`config.mk`:
```
export PLATFORM = sky130hd
export DESIGN_NAME = ram_port_arbiter
export DESIGN_NICKNAME = d
export VERILOG_FILES = /design/src/rtl/ram_port_arbiter.sv
export SDC_FILE = /design/constraint.sdc
export NUM_CORES = 1
export LEC_CHECK = 0
export ABC_AREA = 1
export CAP_MARGIN = 20
export CORE_AREA = 2 2 107 109
export CTS_CLUSTER_SIZE = 16
export DETAILED_ROUTE_END_ITERATION = 8
export DIE_AREA = 0 0 109 111
export PLACE_DENSITY = 0.73
export REMOVE_ABC_BUFFERS = 1
export SLEW_MARGIN = 20
export SYNTH_ARGS = -nofsm -noshare
export SYNTH_HDL_FRONTEND = slang
export SYNTH_SLANG_ARGS = --single-unit
```
`constraint.sdc`:
```
create_clock -name clk -period 1.5 [get_ports clk]
set_clock_uncertainty 0.15 [all_clocks]
set_input_delay 0.3 -clock clk [delete_from_list [all_inputs] [get_ports clk]]
set_output_delay 0.3 -clock clk [all_outputs]
set_load 0.05 [all_outputs]
```
`src/rtl/ram_port_arbiter.sv`:
```
`default_nettype none
// ============================================================================
// Module   : ram_port_arbiter
// Purpose  : Shares one single-port RAM between a data and an instruction
//            requester. Data wins by default. A bounded streak counter keeps a
//            waiting instruction fetch from starving.
// Revision : 1.0 - initial release
// ============================================================================
module ram_port_arbiter #(
  parameter int unsigned MAX_DSTREAK = 4
) (
  input  logic        clk,
  input  logic        rst_n,
  input  logic        d_req,
  input  logic        d_we,
  input  logic [3:0]  d_be,
  input  logic [31:0] d_addr,
  input  logic [31:0] d_wdata,
  output logic        d_gnt,
  output logic        d_rvalid,
  output logic [31:0] d_rdata,
  input  logic        i_req,
  input  logic [31:0] i_addr,
  output logic        i_gnt,
  output logic        i_rvalid,
  output logic [31:0] i_rdata,
  output logic        m_req,
  output logic        m_we,
  output logic [3:0]  m_be,
  output logic [31:0] m_addr,
  output logic [31:0] m_wdata,
  input  logic [31:0] m_rdata
);

  localparam logic [3:0] c_max_streak = 4'(MAX_DSTREAK);

  logic [3:0] streak_q, streak_d;
  logic       d_rvalid_q, i_rvalid_q;
  logic       w_force_i;

  // The streak clears asynchronously, so during reset arbitration behaves as
  // if no data grants had accumulated.
  assign w_force_i = i_req && (streak_q >= c_max_streak);
  assign d_gnt     = d_req && !w_force_i;
  assign i_gnt     = i_req && !d_gnt;

  always_comb begin
    streak_d = streak_q;
    if (!i_req || i_gnt) begin
      streak_d = 4'd0;
    end else if (d_gnt && (streak_q < c_max_streak)) begin
      streak_d = streak_q + 4'd1;
    end
  end

  always_comb begin
    m_req   = 1'b0;
    m_we    = 1'b0;
    m_be    = 4'd0;
    m_addr  = 32'd0;
    m_wdata = 32'd0;
    if (d_gnt) begin
      m_req   = 1'b1;
      m_we    = d_we;
      m_be    = d_be;
      m_addr  = d_addr;
      m_wdata = d_wdata;
    end else if (i_gnt) begin
      m_req   = 1'b1;
      m_addr  = i_addr;
    end
  end

  always_ff @(posedge clk or negedge rst_n) begin
    if (!rst_n) begin
      streak_q   <= 4'd0;
      d_rvalid_q <= 1'b0;
      i_rvalid_q <= 1'b0;
    end else begin
      streak_q   <= streak_d;
      d_rvalid_q <= d_gnt;
      i_rvalid_q <= i_gnt;
    end
  end

  assign d_rvalid = d_rvalid_q;
  assign i_rvalid = i_rvalid_q;
  assign d_rdata  = m_rdata;
  assign i_rdata  = m_rdata;

endmodule
`default_nettype wire

```
==> results.toml <==
[placed_design]
numPortBuffers = 178
place_inst = 524
dp_hpwl_mm = 7.62
gp_congestion = 0.726

[flow_run]
cap_violations = 0

[hold_path]
hold_path.class = "input pin to async pin"

[power]
powerDensity_mw_per_mm2 = 542
swShare_pct = 40.7
p_total_uw = 2560
seq_power_share_pct = 6.8
ir_drop_uv = 335
power.leakage_uw = 0.00209
switchingPower_uw = 1040
p_comb_share_pct = 76.7
internal_power_uw = 1520
p_clk_share_pct = 16.5

[detailed_routing]
num_vias = 2327
drc_errors = 0
wire_per_inst_um = 20.2
via_per_inst = 4.21
wirelength_mm = 11.2
drt-initial-drc-count = 118
drtPass1Iterations = 4
ant_nets = 0

[global_routing]
grt_max_degree = 35
grt_use_total_pct = 15.8
grt_overflow = 0
grt_pass1_vias = 2388
antenna_found_initial = 1
grt_pass1_wl_mm = 14.2

[synthesis]
synth_commonest_cells = "68 x buf_4, 65 x nand2_1, 40 x inv_1"
synth_top_area_share_pct = 33.4
synthArstFlopShare_pct = 100
ys_seq_elements = 6
syn_avg_cell_area_um2 = 5.68
synth_top_cell_by_area = "buf_4"
synth_cells = 269
ys_seq_area_share_pct = 9.82
synthDistinctLibCells = 17
ys_top_cells_by_area = "buf_4 33%, nand2_1 16%, nand3_1 11%"
yosysMostFrequentCell = "buf_4"
synth-edff-count = 0
synthFlopType = "dfrtp_1"
yosys_warnings = 0
netlist_area_mm2 = 0.00153

[clock_network]
clock_path_buffers = 2
ctsHoldBuffers = 0
cts_tree = "done"
clk_pin_slew_ps = 30
cts_root_buffer = "clkbuf_16"
clk_latency_ps = 230
cts_sinks = 6
htree_levels = 1
cts_buffers = 3

[floorplan]
start_util_pct = 13.8
ios = 275
row_count = 39
die_y_um = 111
die-area_mm2 = 0.0121
coreArea_mm2 = 0.0111
die_w_um = 109

[worst_setup_path]
arrival_ps = 1600
crit_path_start_kind = "flop"
crit_type = "flop to primary output"
cp_max_fo = 9
endpoint_kind = "primary output"
worstPathRequired_ps = 1050

[layout]
final_cells = 553
fin_util_pct = 42.6
drive_gt1_share_pct = 53.8
final_nets = 549
fill_cells = 1023
area_delta_synth_final_pct = 208

[run_status]
violations = "negative setup slack"
status = "complete, but fails checks"

[timing]
hold_viol_final = 0
slew_viol_final = 0
fmax_ghz = 0.488
setup_viol = 71
setup_slack_ps = -548
rsz0062_at_grt = "true"
post-route-period-util_pct = 137
fin_setup_tns_ps = -36060
min_period_ps = 2050
## registers in the layout (all words and copies together) (netlist names)
register / cells
d_rvalid: 1
i_rvalid: 1
streak_q: 4
## per-stage QoR
stage	setup slack (ps)	hold slack, ps	cell area, um^2
after floorplan	-1920	-146	960
after global placement	-612	269	3760
after detailed placement	-639	288	3760
after CTS	-595	166	4220
after global routing	-605	194	4710
final	-548	163	4710
## path summary, 6_finish.rpt
kind / from / end / slack (ps) / cells after the start
min: rst_n / i_rvalid / 160 / 1
min reg2reg: streak_q[0] / streak_q[0] / 290 / 1
max reg2reg: streak_q[3] / d_rvalid / 100 / 4
min in group clk: streak_q[0] / streak_q[0] / 290 / 1
max in group asynchronous: rst_n / streak_q[3] / 810 / 1
max: streak_q[3] / m_wdata[23] / -550 / 5
## cell families (layout without fill, tap and decap cells)
kind of cell,count (synthesis),after routing,share of synthesized area [%]
xor gates and xnor gates,1,1,0.573
DFF,6,6,9.82
AOI/OAI and AO/OA,2,2,1.15
adders and majority gates,1,1,0.818
other,1,2,0.245
and+or+nand+nor,140,140,40.3
buffers and inverters,118,258,47.1
## routing by layer
| metal | vias up | global-route usage (%) | share of wire, % |
|---|---|---|---|
| li1 | 1012 | - | - |
| met1 | 1091 | 16.9 | 36 |
| met2 | 220 | 23.5 | 46 |
| met3 | 4 | 13.7 | 18 |
| met4 | 0 | 1.79 | 0.19 |
| met5 | - | 8.04 | 0 |
## cell type report
| class | count | area [um^2] | share of cell area [%] |
|---|---|---|---|
| Tap cell | 143 | 179 | 3.80 |
| Inverter | 40 | 150 | 3.19 |
| Clock buffer | 3 | 75.1 | 1.59 |
| Multi-Input combinational cell | 145 | 1070 | 22.8 |
| Timing Repair Buffer | 215 | 3080 | 65.4 |
| Sequential cell | 6 | 151 | 3.21 |
| Antenna cell | 1 | 2.50 | 0.0531 |
## worst max-delay path, stage by stage (launching register included)
cell and delay [ps]:
dfrtp_2 410, o21ai_4 250, nand2_4 120, bufbuf_16 320, nor2_4 120, buf_12 150
## power by group through the flow
stage	sequential, uW	clock (uW)	combinational [uW]
finish	175	421	1960
global route	175	436	2040
CTS	174	423	1790
detailed placement	176	0	1640
global placement	176	0	1620
floorplan	186	0	640
## timing repair
item                                    CTS  global route
cloned                                    5             6
buffers inserted                          5            11
pin swaps                                 1             9
gates resized for setup                  61            83
endpoints found under the setup margin   72            72
## cells in the final DEF, fill, tap and decap left out
master	instances
xnor2_1	1
inv_1	39
buf_2	3
dfrtp_2	1
ha_1	1
nor2_1	3
nand2_1	4
nand3_1	32
clkdlybuf4s15_1	1
buf_16	2
diode_2	1
o21ai_4	1
buf_12	84
dfrtp_1	5
inv_2	1
clkdlybuf4s50_1	102
conb_1	1
buf_6	8
nand2_2	60
buf_4	10
or2_2	1
nand3_2	1
a21oi_4	1
bufbuf_16	1
clkbuf_16	7
nor2_4	38
nand2_4	1
Power figures use the tool's default switching activity.
